[config.mk]
export PLATFORM = sky130hd
export DESIGN_NAME = chunked_serial_adder
export DESIGN_NICKNAME = d
export VERILOG_FILES = /design/src/rtl/chunked_serial_adder_pkg.sv /design/src/rtl/chunked_serial_adder_cla_chunk.sv /design/src/rtl/chunked_serial_adder.sv
export SDC_FILE = /design/constraint.sdc
export NUM_CORES = 1
export LEC_CHECK = 0
export CAP_MARGIN = 20
export CORE_MARGIN = 1
export CORE_UTILIZATION = 52
export DETAILED_ROUTE_END_ITERATION = 8
export PLACE_DENSITY_LB_ADDON = 0.15
export SKIP_LAST_GASP = 1
export SLEW_MARGIN = 15
export SYNTH_ARGS = -nofsm -noshare
export SYNTH_HDL_FRONTEND = slang
export SYNTH_SLANG_ARGS = --single-unit
[constraint.sdc]
create_clock -name clk -period 5.9 [get_ports clk]
set_input_delay 1.18 -clock clk [delete_from_list [all_inputs] [get_ports clk]]
set_output_delay 1.18 -clock clk [all_outputs]
set_load 0.005 [all_outputs]
[src/rtl/chunked_serial_adder_pkg.sv]
// Shared FSM state type and sizing helper for the chunked serial adder.
package adder_pkg;

    typedef enum logic [1:0] {IDLE, RUN, DONE} state_e;

    // The chunk index needs at least one bit, even when there is a single chunk.
    function automatic int unsigned idx_width(input int unsigned nchunk);
        return (nchunk > 1) ? $clog2(nchunk) : 1;
    endfunction

endpackage

[src/rtl/chunked_serial_adder_cla_chunk.sv]
// Combinational CHUNK-bit carry-lookahead slice, reused every cycle by the serial adder.
module cla_chunk #(
    parameter int CHUNK = 8
) (
    input  logic [CHUNK-1:0] a,
    input  logic [CHUNK-1:0] b,
    input  logic             cin,
    output logic [CHUNK-1:0] sum,
    output logic             cout,
    output logic             c_msb
);

    logic [CHUNK-1:0] gen;
    logic [CHUNK-1:0] prop;
    logic [CHUNK:0]   c;

    assign gen  = a & b;
    assign prop = a | b;

    always_comb begin
        c    = '0;
        c[0] = cin;
        for (int unsigned i = 0; i < CHUNK; i++) begin
            c[i+1] = gen[i] | (prop[i] & c[i]);
        end
    end

    assign sum   = a ^ b ^ c[CHUNK-1:0];
    assign cout  = c[CHUNK];
    assign c_msb = c[CHUNK-1];

endmodule

[src/rtl/chunked_serial_adder.sv]
// Multi-cycle WIDTH-bit adder: one CHUNK-bit lookahead slice per clock, carry registered
// between chunks, valid/ready handshakes on both sides.
module chunked_serial_adder
    import adder_pkg::*;
#(
    parameter int WIDTH = 32,
    parameter int CHUNK = 8
) (
    input  logic             clk,
    input  logic             rst,
    input  logic             in_valid,
    output logic             in_ready,
    input  logic [WIDTH-1:0] in_a,
    input  logic [WIDTH-1:0] in_b,
    input  logic             in_carry,
    output logic             out_valid,
    input  logic             out_ready,
    output logic [WIDTH-1:0] out_sum,
    output logic             out_carry,
    output logic             out_overflow
);

    localparam int NCHUNK = WIDTH / CHUNK;
    localparam int IW     = idx_width(NCHUNK);
    localparam logic [IW-1:0] LAST = IW'(NCHUNK - 1);

    if (WIDTH % CHUNK != 0) begin : g_bad_width
        $error("chunked_serial_adder: WIDTH must be a multiple of CHUNK");
    end

    state_e           state_q, state_d;
    logic [WIDTH-1:0] a_q, a_d, b_q, b_d, res_q, res_d, sum_q, sum_d;
    logic [IW-1:0]    idx_q, idx_d;
    logic             carry_q, carry_d, cout_q, cout_d, ovf_q, ovf_d;

    logic [CHUNK-1:0] a_chunk, b_chunk, chunk_sum;
    logic             chunk_cout, chunk_cmsb;

    assign a_chunk = a_q[idx_q*CHUNK +: CHUNK];
    assign b_chunk = b_q[idx_q*CHUNK +: CHUNK];

    cla_chunk #(.CHUNK(CHUNK)) u_slice (
        .a     (a_chunk),
        .b     (b_chunk),
        .cin   (carry_q),
        .sum   (chunk_sum),
        .cout  (chunk_cout),
        .c_msb (chunk_cmsb)
    );

    assign in_ready     = (state_q == IDLE) && !rst;
    assign out_valid    = (state_q == DONE);
    assign out_sum      = sum_q;
    assign out_carry    = cout_q;
    assign out_overflow = ovf_q;

    always_comb begin
        state_d = state_q;
        a_d     = a_q;
        b_d     = b_q;
        res_d   = res_q;
        idx_d   = idx_q;
        carry_d = carry_q;
        sum_d   = sum_q;
        cout_d  = cout_q;
        ovf_d   = ovf_q;
        case (state_q)
            IDLE: begin
                if (in_valid && in_ready) begin
                    a_d     = in_a;
                    b_d     = in_b;
                    carry_d = in_carry;
                    idx_d   = '0;
                    state_d = RUN;
                end
            end
            RUN: begin
                res_d[idx_q*CHUNK +: CHUNK] = chunk_sum;
                carry_d = chunk_cout;
                // Output registers only change on completion, so the previous result stays visible.
                if (idx_q == LAST) begin
                    sum_d   = res_d;
                    cout_d  = chunk_cout;
                    ovf_d   = chunk_cout ^ chunk_cmsb;
                    state_d = DONE;
                end else begin
                    idx_d = idx_q + 1'b1;
                end
            end
            DONE: begin
                if (out_ready) begin
                    state_d = IDLE;
                end
            end
            default: state_d = IDLE;
        endcase
    end

    always_ff @(posedge clk) begin
        if (rst) begin
            state_q <= IDLE;
            a_q     <= '0;
            b_q     <= '0;
            res_q   <= '0;
            idx_q   <= '0;
            carry_q <= 1'b0;
            sum_q   <= '0;
            cout_q  <= 1'b0;
            ovf_q   <= 1'b0;
        end else begin
            state_q <= state_d;
            a_q     <= a_d;
            b_q     <= b_d;
            res_q   <= res_d;
            idx_q   <= idx_d;
            carry_q <= carry_d;
            sum_q   <= sum_d;
            cout_q  <= cout_d;
            ovf_q   <= ovf_d;
        end
    end

endmodule

==> run metrics <==
unrepaired setup endpoints after global routing false; Worst Hold Path Cells 2; Startpoint Class flip-flop; Arrival @ worst endpoint 5.36 ns; Longest Clk Path Bufs 2; Iteration-0 DRC Markers 353; Crit Path Max Fanout 12; synthesis-stage register bit count between 100 and 150; clk_skew 0.00854 ns; Slew Limit Fails 0; reg2reg setup slack 0.98 ns; P_leak 2.63 nW; # diodes 0; Final WS setup between 0.9 and 1 ns; CTS HTree Levels 4; dominant cells by area after synthesis dfxtp_1 (47%), nand2_1 (8.6%), mux4_2 (6.3%); Post-CTS Setup Bufs 0; Synth top area share 47.4%; Fin. Hold Viols 0; Final Util 70.3%; Fmax achieved approximately 200 MHz; chip height 107 um; Hold WC Path Type reg -> reg; Avg Inst Size Synth 8.91 um^2; Syn Nets roughly 720; Hold-fix buffers, CTS 0; Synth warnings 0; setup TNS 0 ns; Critical-path top delay cell dfxtp_1; HP Start b_q[28]$_SDFFE_PP0P_; post_cts resized 0; critical path's most frequent cell fa_1; synth unique cells 31; GR Util All Layers 25.9%; max-cap viol count 0; DR pass1 iterations 4; data required time of the worst path about 6.4 ns; clk sinks 135; largest net degree at the start of global routing 101; dpl hpwl 9190 um; TritonCTS clock tree yes; final number of setup-violating endpoints 0; share of layout cells above drive strength 1 8.24%; RR Startpoint idx_q[0]$_SDFFE_PP0P_; status complete, no violations; fill cell count 831; post-route ant nets 0; Initial Utilization 54.5%; CORE AREA 0.0105 mm^2; post-synthesis instance area roughly 0.0057 mm^2; Reg clk slew, reported paths 0.06 ns; vias in the first global route 4,747; worst slew pin tran approximately 1 ns; pre-CTS worst setup slack 0.988 ns; # port buffers 104; first-pass GRT wire length 23,000 um; grt ovf 0; Crit. End Element flip-flop; drt total wl 14,100 um; Synth area leader dfxtp_1; power after layout between 2 and 2.5 mW; nets@finish 799; sequential area share after synthesis 47.4%; Num CTS Buffers 17; crit path kind reg -> reg; DR vias/cell 5.77; Syn-to-layout area delta 29.0%; max incr delay on CP 0.80 ns; clk_lat worst skew ~0.53 ns; Worst Hold End b_q[28]$_SDFFE_PP0P_; fin crit share 83.3%; reg2reg end out_sum[31]$_SDFFE_PP0P_; R2R depth 16; Root Driver clkbuf_8; maximum vdd ir drop 0.000237 V; DR DRC count 0; critical path, cell by cell mux4_2 > fa_1 > inv_1 > fa_1 > fa_1 > fa_1 > inv_1 > fa_1 > inv_1 > fa_1 > inv_1 > fa_1 > fa_1 > nor2b_1 > a221oi_1 > nor3_1; Syn Inst Count between 600 and 700; die area 0.0114 mm^2; wire per inst between 15 and 20 um; GP Congestion roughly 0.8; via count 4,985; I/O pin cnt about 110; row count 37; pwr dens 312 mW/mm^2; Die Wd 107 um; Max transition margin 34.0%; initial antenna violation count 0; post-layout min period 4.92 ns
synthesized netlist by cell type (all sizes together):
cell type	n
nand2b	2
a32oi	32
and3b	3
nor3	35
or4b	1
nand3	2
nand2	130
nor4	1
xnor2	1
a221oi	32
nor2b	6
fa	8
nor4b	1
inv	23
nor2	71
dfxtp	135
nand3b	5
a21oi	68
o211ai	2
ha	6
and4bb	1
mux2i	1
and3	1
mux4	16
a211oi	1
buf	27
clkbuf	29
final cells by class:
class	instances	area, um^2	area share (%)
clock buffers	20	445	6.06
flip-flops and latches	135	2700	36.8
inverters	23	86.3	1.17
clock inverters	11	196	2.67
repair buffers	113	1110	15.0
multi-input cells	426	2640	36.0
well taps	136	170	2.31
state kept, by name (all words and copies together), names as in the netlist:
| register | cells |
|---|---|
| a_q | 32 |
| b_q | 32 |
| out_overflow | 1 |
| out_carry | 1 |
| idx_q | 2 |
| out_sum | 32 |
| res_q | 32 |
| state_q | 2 |
| carry_q | 1 |
per-stage QoR:
step	cell area (um^2)	instances	hold WS, ns
global route	7350	864	0.473
detailed placement	6710	833	0.446
finish	7350	864	0.454
global placement	6710	833	0.440
floorplan	5700	640	0.433
CTS	7350	864	0.456
placed cells by master, fill, tap and decap left out:
cell             netlist  routed
or4b_2                 0       1
a21oi_1               68      68
clkdlybuf4s50_1        0     103
o211ai_1               2       2
nor2_1                71      71
nor3_1                35      35
and4bb_2               1       1
a32oi_1               32      32
and3b_1                3       3
nand3b_1               5       5
clkbuf_16              0      16
a211oi_1               1       1
clkinv_4               0       2
clkinvlp_4             0       2
nor2b_2                0       1
ha_1                   6       6
inv_6                  0       1
fa_1                   8       8
xnor2_1                1       1
and3_1                 1       1
dfxtp_1              135     135
nand2b_1               2       2
inv_1                 23      23
a221oi_1              32      32
mux4_2                16      16
nand2_1              130     130
nor4b_2                0       1
clkbuf_8               0       3
mux2i_1                1       1
nand3_1                2       2
bufinv_16              0       5
buf_4                  2      10
clkbuf_1              27       1
nor4_1                 1       1
nor2b_1                6       5
clkinv_2               0       1
worst max-delay path by stage:
stage,startpoint,depth (start not counted),endpoint
after detailed placement,idx_q[0]$_SDFFE_PP0P_,16,out_sum[31]$_SDFFE_PP0P_
final,idx_q[0]$_SDFFE_PP0P_,16,out_sum[31]$_SDFFE_PP0P_
after global placement,idx_q[0]$_SDFFE_PP0P_,16,out_sum[31]$_SDFFE_PP0P_
after floorplan,idx_q[0]$_SDFFE_PP0P_,18,out_sum[15]$_SDFFE_PP0P_
after CTS,idx_q[0]$_SDFFE_PP0P_,16,out_sum[31]$_SDFFE_PP0P_
after global routing,idx_q[0]$_SDFFE_PP0P_,16,out_sum[31]$_SDFFE_PP0P_
where the power goes:
group / leakage [nW] / switching [mW] / internal, mW
Sequential: 1.09 / 0.0188 / 0.936
Clock: 0.308 / 0.391 / 0.751
Combinational: 1.23 / 0.104 / 0.0897
kinds of logic (layout without fill, tap and decap cells):
group | Yosys count | count (layout) | synth area share [%]
simple gates | 259 | 259 | 19.3
compound gates | 135 | 135 | 16.2
flops | 135 | 135 | 47.4
buf+inv | 79 | 167 | 6.34
mux | 17 | 17 | 6.50
fa+ha+maj | 14 | 14 | 4.13
xor+xnor | 1 | 1 | 0.154
per-layer routing:
metal | up-vias | share of wire, % | global-route usage (%)
met5 | - | 0 | 0
li1 | 2392 | - | -
met4 | 0 | 2.6 | 10.8
met1 | 2394 | 42 | 31.6
met2 | 167 | 50 | 43.8
met3 | 32 | 5.1 | 6.26
critical path: cells and delay by family, from the launching register on:
| family | cells | cell delay [ns] |
|---|---|---|
| buffers and inverters | 4 | 0.27 |
| AND/OR/NAND/NOR | 2 | 0.56 |
| AO/OA/AOI/OAI | 1 | 0.15 |
| flip-flops | 1 | 0.80 |
| multiplexers | 1 | 0.62 |
| adder cells (fa/ha/maj) | 8 | 2.44 |
No activity file was read; power rests on OpenSTA's default activity.
